File: config.mk
export PLATFORM = sky130hd
export DESIGN_NAME = game_score_tracker_flat
export DESIGN_NICKNAME = d
export VERILOG_FILES = /design/src/rtl/game_score_tracker_if.sv /design/src/rtl/game_score_tracker.sv /design/src/flat_wrapper.sv
export SDC_FILE = /design/constraint.sdc
export NUM_CORES = 1
export LEC_CHECK = 0
export CAP_MARGIN = 20
export CORE_AREA = 2 2 47 66
export DETAILED_ROUTE_END_ITERATION = 12
export DIE_AREA = 0 0 49 68
export PLACE_DENSITY = 0.6
export SYNTH_ARGS = -nofsm -noshare
export SYNTH_HDL_FRONTEND = slang
export SYNTH_SLANG_ARGS = --single-unit
File: constraint.sdc
create_clock -name clk -period 2 [get_ports clk]
set_input_delay 0.4 -clock clk [delete_from_list [all_inputs] [get_ports clk]]
set_output_delay 0.4 -clock clk [all_outputs]
set_load 0.01 [all_outputs]
File: src/rtl/game_score_tracker_if.sv
// game_score_tracker_if
// Groups the sample stream from the upstream counter with the scoring
// outputs of the tracker.
//   count_in/count_valid : counter value and "new sample" strobe
//   INIT                 : synchronous game restart
//   WINNER/LOSER         : one-cycle scoring pulses
//   GAMEOVER/WHO         : end-of-game level and which side hit the limit
//   win_count/lose_count : per-game score counters
// Modports: master drives the samples, slave is the tracker.
interface game_score_tracker_if #(
    parameter int COUNT_W = 3
);
    logic [COUNT_W-1:0] count_in;
    logic               count_valid;
    logic               INIT;
    logic               WINNER;
    logic               LOSER;
    logic               GAMEOVER;
    logic [1:0]         WHO;
    logic [3:0]         win_count;
    logic [3:0]         lose_count;

    modport master (
        output count_in, count_valid, INIT,
        input  WINNER, LOSER, GAMEOVER, WHO, win_count, lose_count
    );

    modport slave (
        input  count_in, count_valid, INIT,
        output WINNER, LOSER, GAMEOVER, WHO, win_count, lose_count
    );
endinterface

File: src/rtl/game_score_tracker.sv
// game_score_tracker
// Watches an upstream counter and scores each time it enters its all-ones
// value (winner side) or zero (loser side). Once either side reaches
// SCORE_LIMIT the game is over and samples are ignored until INIT or reset.
// Ports:
//   clk : single clock, rising edge
//   rst : asynchronous active-low reset
//   bus : game_score_tracker_if slave modport (samples in, scores out)
module game_score_tracker #(
    parameter int COUNT_W     = 3,
    parameter int SCORE_LIMIT = 15
) (
    input  logic                 clk,
    input  logic                 rst,
    game_score_tracker_if.slave  bus
);

    typedef enum logic {
        PLAY,
        OVER
    } state_t;

    localparam logic [COUNT_W-1:0] MAX_VAL = '1;
    localparam logic [COUNT_W-1:0] MIN_VAL = '0;
    localparam logic [3:0]         LIMIT   = 4'(SCORE_LIMIT);

    state_t             state;
    logic [COUNT_W-1:0] prev;
    logic               prev_ok;
    logic               winner_q;
    logic               loser_q;
    logic               gameover_q;
    logic [1:0]         who_q;
    logic [3:0]         win_q;
    logic [3:0]         lose_q;

    logic accept;
    logic max_entry;
    logic zero_entry;

    // An edge into an extreme only counts when the previous sample is known
    // and was not already at that extreme; prev_ok=0 means "unknown".
    assign accept     = (state == PLAY) && bus.count_valid && !bus.INIT;
    assign max_entry  = accept && (bus.count_in == MAX_VAL) &&
                        (!prev_ok || (prev != MAX_VAL));
    assign zero_entry = accept && (bus.count_in == MIN_VAL) &&
                        (!prev_ok || (prev != MIN_VAL));

    // Single FSM block; all outputs are registered so pulses and count
    // updates appear one cycle after the sampling edge. INIT has priority
    // over any sample in the same cycle. The < LIMIT guards keep the counters
    // from ever passing the limit.
    always_ff @(posedge clk or negedge rst) begin
        if (!rst) begin
            state      <= PLAY;
            prev       <= '0;
            prev_ok    <= 1'b0;
            winner_q   <= 1'b0;
            loser_q    <= 1'b0;
            gameover_q <= 1'b0;
            who_q      <= 2'b00;
            win_q      <= 4'd0;
            lose_q     <= 4'd0;
        end else begin
            winner_q <= 1'b0;
            loser_q  <= 1'b0;
            if (bus.INIT) begin
                state      <= PLAY;
                prev_ok    <= 1'b0;
                gameover_q <= 1'b0;
                who_q      <= 2'b00;
                win_q      <= 4'd0;
                lose_q     <= 4'd0;
            end else begin
                case (state)
                    PLAY: begin
                        if (accept) begin
                            prev    <= bus.count_in;
                            prev_ok <= 1'b1;
                        end
                        if (max_entry && (win_q < LIMIT)) begin
                            winner_q <= 1'b1;
                            win_q    <= win_q + 4'd1;
                            if (win_q + 4'd1 == LIMIT) begin
                                state      <= OVER;
                                gameover_q <= 1'b1;
                                who_q      <= 2'b10;
                            end
                        end
                        if (zero_entry && (lose_q < LIMIT)) begin
                            loser_q <= 1'b1;
                            lose_q  <= lose_q + 4'd1;
                            if (lose_q + 4'd1 == LIMIT) begin
                                state      <= OVER;
                                gameover_q <= 1'b1;
                                who_q      <= 2'b01;
                            end
                        end
                    end
                    OVER: begin
                        // Everything holds until INIT or reset.
                    end
                    default: state <= PLAY;
                endcase
            end
        end
    end

    assign bus.WINNER     = winner_q;
    assign bus.LOSER      = loser_q;
    assign bus.GAMEOVER   = gameover_q;
    assign bus.WHO        = who_q;
    assign bus.win_count  = win_q;
    assign bus.lose_count = lose_q;

endmodule

File: src/flat_wrapper.sv
// flat-port wrapper written by rule: the top's interface ports become plain ports
module game_score_tracker_flat 
#(
    parameter int COUNT_W     = 3,
    parameter int SCORE_LIMIT = 15
)
  (clk, rst, bus_count_in, bus_count_valid, bus_INIT, bus_WINNER, bus_LOSER, bus_GAMEOVER, bus_WHO, bus_win_count, bus_lose_count);
  game_score_tracker_if #(.COUNT_W(COUNT_W)) bus_i ();
  input  logic clk;
  input  logic rst;
  input wire logic [$bits(bus_i.count_in)-1:0] bus_count_in;
  input wire logic [$bits(bus_i.count_valid)-1:0] bus_count_valid;
  input wire logic [$bits(bus_i.INIT)-1:0] bus_INIT;
  output wire logic [$bits(bus_i.WINNER)-1:0] bus_WINNER;
  output wire logic [$bits(bus_i.LOSER)-1:0] bus_LOSER;
  output wire logic [$bits(bus_i.GAMEOVER)-1:0] bus_GAMEOVER;
  output wire logic [$bits(bus_i.WHO)-1:0] bus_WHO;
  output wire logic [$bits(bus_i.win_count)-1:0] bus_win_count;
  output wire logic [$bits(bus_i.lose_count)-1:0] bus_lose_count;
  assign bus_i.count_in = bus_count_in;
  assign bus_i.count_valid = bus_count_valid;
  assign bus_i.INIT = bus_INIT;
  assign bus_WINNER = bus_i.WINNER;
  assign bus_LOSER = bus_i.LOSER;
  assign bus_GAMEOVER = bus_i.GAMEOVER;
  assign bus_WHO = bus_i.WHO;
  assign bus_win_count = bus_i.win_count;
  assign bus_lose_count = bus_i.lose_count;
  game_score_tracker #(.COUNT_W(COUNT_W), .SCORE_LIMIT(SCORE_LIMIT)) u_core (.clk(clk), .rst(rst), .bus(bus_i));
endmodule
==> metrics.cfg, run 1 <==
[placed_design]
hpwlAfterDp_mm = 1.45
place.gp.congestion = 0.758
port_buffers = 19
dp_cells = 158
preCtsSetupSlack_ps = -69.3

[global_route]
grt_start_max_net_pins = 19
track_usage_pct = 13.6
overflow = 0
grt_pass1_vias = 810
grt_pass1_wl_mm = 3.56
antenna_found_initial = 0

[setup_path]
cp_slowest_cell = clkdlybuf4s50_1
startpoint = bus_count_in[0]
crit_family = buffers and inverters
critPathMaxFanout = 7
crit_buf_inv = 2
worstReg2RegEnd = u_core.bus.WHO[0]
crit_arrival_ps = 1940
crit_path_cell_trace = clkdlybuf4s50_1, or3_1, a311oi_2, buf_4, nor2_1, mux2_2
slowest_delay_ps = 420
critical_path_class = input pin to register
worst_ep_required_time_ps = 2130
reg2reg_slack_ps = 350
end_kind = register
crit_cells = 6
r2r-start = u_core.bus.lose_count[0]
reg2reg_depth = 6
cp-start-kind = input pin
crit_path_end = u_core.bus.lose_count[0]

[floorplan]
std_cell_rows = 23
io-pin-count = 20
dieHeight_um = 68
design.die.area_um2 = 3330
core_um2 = 2790
fp.dieW_um = 49
start_util_pct = 32.7

[cts]
clk_pin_slew_ps = 70
clockBufferDepth = 2
cts_made_buffers = 3
hold_buffers = 0
ctsResizeCount = 0
cts_tree = done
clk_latency_ps = 250
h-tree-depth = 1
clock-sinks = 18
cts_setup_buffers = 0
cts_root_buf = clkbuf_8

[drt]
via_per_inst = 4.80
top_layer = met4
dr_total_vias = 778
wl_met2_um = 956
drc = 0
avgRoutedWirePerCell_um = 11.8
routedLengthMet1_um = 881
wl_met3_um = 56
drt-initial-drc-count = 13
dr.pass1.iters = 4
wl_mm = 1.91
postRouteAntennaNets = 0

[sta]
max_freq_mhz = 552
tightest_slew_ps = 350
slew_violations = 0
fin_crit_ps = 1810
finalCritPeriodShare_pct = 90.5
hold_violations = 0
relSlewSlack_pct = 76.4
fin_ws_ps = 189
setup-tns-final_ps = 0
whs_ps = 471
clock_skew_ps = 7.20
rsz0062_at_grt = false
setup_viol_count_final = 0

[synthesis]
yosysWarnings = 0
synthArstFlopShare_pct = 100
synth-seq-cells = 18
syn_area_um2 = 913
synth_top_area_cell = dfrtp_1
netlist_top_cells_count = 18 x dfrtp_1, 18 x nand2_1, 9 x nand3_1
yosysUniqueCellTypes = 32
synth.top_cell.area_share_pct = 49.3
syn_nets = 105
synth-edff-count = 0
seq_area_frac_synth_pct = 49.3
synth.area.top_cells = dfrtp_1 49%, nand2_1 7.4%, ha_1 5.5%, nand3_1 4.9%, o21ai_0 2.7%
synthCells = 94
syn_avg_cell_area_um2 = 9.72
synth_ff_type = dfrtp_1

[outcome]
outcome = completed

[cells_and_area]
drive_above_1_share_pct = 14.4
stdcell_count = 162
area_growth_pct = 38.1
nNetsFinal = 137
diodes = 0

[power_and_ir_drop]
leakage_nw = 0.570
ir_worst_vdd_mv = 0.350
p_total_mw = 0.744
power_per_cell_area_nw_per_um2 = 590

[min_path]
holdCritPathClass = input pin to asynchronous set/reset pin

[flow_run]
max_cap_viol_count = 0

==> worst min path at each step <==
stage                        startpoint                        to
finish                              rst   u_core.bus.win_count[0]
floorplan                           rst       u_core.bus.GAMEOVER
CTS                                 rst   u_core.bus.win_count[1]
global route                        rst  u_core.bus.lose_count[0]
global placement    u_core.bus.GAMEOVER       u_core.bus.GAMEOVER
detailed placement  u_core.bus.GAMEOVER       u_core.bus.GAMEOVER
==> power by group <==
group / internal (mW) / switching [mW] / total (mW)
registers: 0.376 / 0.0107 / 0.386
clock network: 0.175 / 0.118 / 0.293
logic: 0.0331 / 0.0315 / 0.0646
total: 0.583 / 0.160 / 0.744
==> flip-flops by register name (all words and copies together), names as in the netlist <==
signal and cells:
u_core.bus.lose_count 4, u_core.bus.win_count 4, u_core.prev 3, u_core.bus.WHO 2, u_core.bus.GAMEOVER 1, u_core.bus.LOSER 1, u_core.bus.WINNER 1, u_core.prev_ok 1
u_core.state 1
==> worst register-to-register path: stages (launching register included) <==
cell     delay, ps
dfrtp_1        450
ha_1           290
nor2b_1        160
a21oi_1        140
o21ai_0        120
and3_1         210
a31o_1         190
==> area by class of cell <==
| cell class | instances | area [µm²] |
|---|---|---|
| Fill cell | 286 | 1530 |
| Clock buffer | 4 | 55.1 |
| Sequential cell | 18 | 450 |
| Multi-Input combinational cell | 68 | 422 |
| Inverter | 6 | 22.5 |
| Tap cell | 37 | 46.3 |
| Timing Repair Buffer | 29 | 265 |
==> metal layers <==
layer / global-route usage [%] / vias to the layer above
met5: 0 / -
met2: 23.5 / 11
met4: 5.71 / 0
li1: - / 392
met3: 2.62 / 2
met1: 16.6 / 373
==> cells by family (layout without fill, tap and decap cells) <==
group | count (synthesis) | in the layout | share of synthesized area, %
AO/OA/AOI/OAI | 16 | 16 | 12.1
flip-flops | 18 | 18 | 49.3
buffers and inverters | 8 | 39 | 4.52
multiplexers | 3 | 3 | 3.42
XOR/XNOR | 1 | 1 | 0.959
adder cells (fa/ha/maj) | 4 | 4 | 5.48
AND/OR/NAND/NOR | 44 | 44 | 24.2
==> metrics by stage <==
step	utilization, %	area (µm²)
after detailed placement	43.2	1210
final	45.2	1260
after floorplan	-	913
after global routing	45.2	1260
after CTS	45.2	1260
after global placement	43.2	1210
==> placed cells by master, fill, tap and decap left out, types with 2 or more instances in the layout <==
cell type	count
nor2b_1	2
nand4_1	3
nand3_1	9
ha_1	4
inv_1	5
nor2_1	4
and3_1	2
o21ai_0	5
mux2i_1	2
clkbuf_8	4
o21ai_1	2
dfrtp_1	18
clkdlybuf4s50_1	19
nand2_1	18
buf_4	10
Note: power is estimated with default switching activity, not from simulation.
==> run 2: changes to the inputs <==
--- a/config.mk
+++ b/config.mk
@@ -6,10 +6,10 @@
 export NUM_CORES = 1
 export LEC_CHECK = 0
 export CAP_MARGIN = 20
-export CORE_AREA = 2 2 47 66
+export CORE_AREA = 2 2 50 71
 export DETAILED_ROUTE_END_ITERATION = 12
-export DIE_AREA = 0 0 49 68
-export PLACE_DENSITY = 0.6
+export DIE_AREA = 0 0 52 73
+export PLACE_DENSITY = 0.54
 export SYNTH_ARGS = -nofsm -noshare
 export SYNTH_HDL_FRONTEND = slang
 export SYNTH_SLANG_ARGS = --single-unit
==> run 2 against run 1 <==
Against the previous run:
- sequential cell count did not move
- design area is 0.30% higher
- sequential share of layout area fell by 0.11 points
- critical path type unchanged
==> metrics.cfg, run 2 (synthesis results as in run 1) <==
[cts]
clockBufferDepth = 2
clk_latency_ps = 250
clock-sinks = 18
cts_root_buf = clkbuf_8
cts_setup_buffers = 0
ctsResizeCount = 0
cts_made_buffers = 3
clk_pin_slew_ps = 70
hold_buffers = 0
cts_tree = done
h-tree-depth = 1

[drt]
postRouteAntennaNets = 0
avgRoutedWirePerCell_um = 12.7
wl_mm = 2.10
dr.pass1.iters = 4
drc = 0
drt-initial-drc-count = 26
via_per_inst = 4.85
dr_total_vias = 800

[placed_design]
place_area_um2 = 1210
port_buffers = 19
hpwlAfterDp_mm = 1.59
dp_cells = 161
place.gp.congestion = 0.757

[floorplan]
start_util_pct = 28.3
core_um2 = 3220
fp.dieW_um = 52
design.die.area_um2 = 3800
std_cell_rows = 25
io-pin-count = 20
dieHeight_um = 73

[power_and_ir_drop]
p_total_mw = 0.750
leakage_nw = 0.571
power_per_cell_area_nw_per_um2 = 593
ir_worst_vdd_mv = 0.188

[sta]
clock_skew_ps = 2.89
finalCritPeriodShare_pct = 91.8
fin_crit_ps = 1840
relSlewSlack_pct = 74.7
hold_violations = 0
tightest_slew_ps = 375
setup_viol_count_final = 0
slew_violations = 0
rsz0062_at_grt = false
max_freq_mhz = 545

[setup_path]
crit_path_cell_trace = clkdlybuf4s50_1, or3_1, a311oi_2, buf_4, nor2_1, mux2_2
r2r-start = u_core.bus.lose_count[0]
worstReg2RegEnd = u_core.bus.WHO[0]
crit_cells = 6
reg2reg_slack_ps = 360
crit_arrival_ps = 1980
worst_ep_required_time_ps = 2140
cp-start-kind = input pin
crit_buf_inv = 2
critPathMaxFanout = 7
end_kind = register
cp_slowest_cell = clkdlybuf4s50_1
crit_family = buffers and inverters
reg2reg_depth = 6
slowest_delay_ps = 450
critical_path_class = input pin to register

[cells_and_area]
stdcell_count = 165
fill_cells = 332
multi_input_area_um2 = 422
drive_above_1_share_pct = 14.4
seq_area_um2 = 450
final_cell_mix = 19 x clkdlybuf4s50_1, 18 x nand2_1, 18 x dfrtp_1, 10 x buf_4, 9 x nand3_1
area_growth_pct = 38.5
fin_area_um2 = 1260
nNetsFinal = 137
final_common_cell = clkdlybuf4s50_1
diodes = 0

[global_route]
antenna_found_initial = 0
overflow = 0
grt_start_max_net_pins = 19
track_usage_pct = 12.5
grt_pass1_vias = 802
grt_pass1_wl_mm = 3.56

[flow_run]
max_cap_viol_count = 0

[outcome]
outcome = completed

[min_path]
holdCritPathClass = input pin to asynchronous set/reset pin

-- run 2: cell counts in the layout (fill, tap and decap cells not counted) --
No cell type changed its count.
-- run 2: routing by layer --
metal	GRT usage [%]	wire length [µm]
met5	0	0
met4	6.14	27
met3	1.43	45
met2	21.4	1110
met1	15.1	918
-- run 2: layout make-up --
type	instances	area share (%)
Sequential cell	18	35.6
Clock buffer	4	4.35
Tap cell	40	3.96
Inverter	6	1.78
Multi-Input combinational cell	68	33.3
Timing Repair Buffer	29	21.0
-- run 2: where the power goes --
group	switching [mW]	leakage, nW	internal, mW
registers	0.0109	0.244	0.376
clock network	0.124	0.0288	0.175
logic	0.0322	0.298	0.0323
total	0.167	0.571	0.583
-- run 2: worst reg2reg max path, cell delays in order (launching register included) --
cell     delay (ps)
dfrtp_1         450
ha_1            280
nor2b_1         160
a21oi_1         130
o21ai_0         130
and3_1          210
a31o_1          180
-- run 2: worst max path at each step --
stage	from	end	slack [ps]
2_1_floorplan	bus_INIT	u_core.bus.lose_count[0]	350
3_3_place_gp	bus_count_in[0]	u_core.bus.lose_count[0]	-40
3_5_place_dp	bus_count_in[1]	u_core.bus.lose_count[0]	-80
4_1_cts	bus_count_in[1]	u_core.bus.lose_count[0]	170
5_1_grt	bus_count_in[1]	u_core.bus.lose_count[3]	60
6_report	bus_count_in[1]	u_core.bus.lose_count[0]	160
-- run 2: through the flow --
step / hold WS [ps] / util (%) / TNS, ps / worst slack, ps
final: 469 / 39.3 / 0 / 164
after global routing: 506 / 39.3 / 0 / 58.0
after CTS: 480 / 39.3 / 0 / 171
after detailed placement: 489 / 37.6 / -281 / -84.9
after global placement: 499 / 37.6 / -72.1 / -39.7
after floorplan: 104 / - / 0 / 350
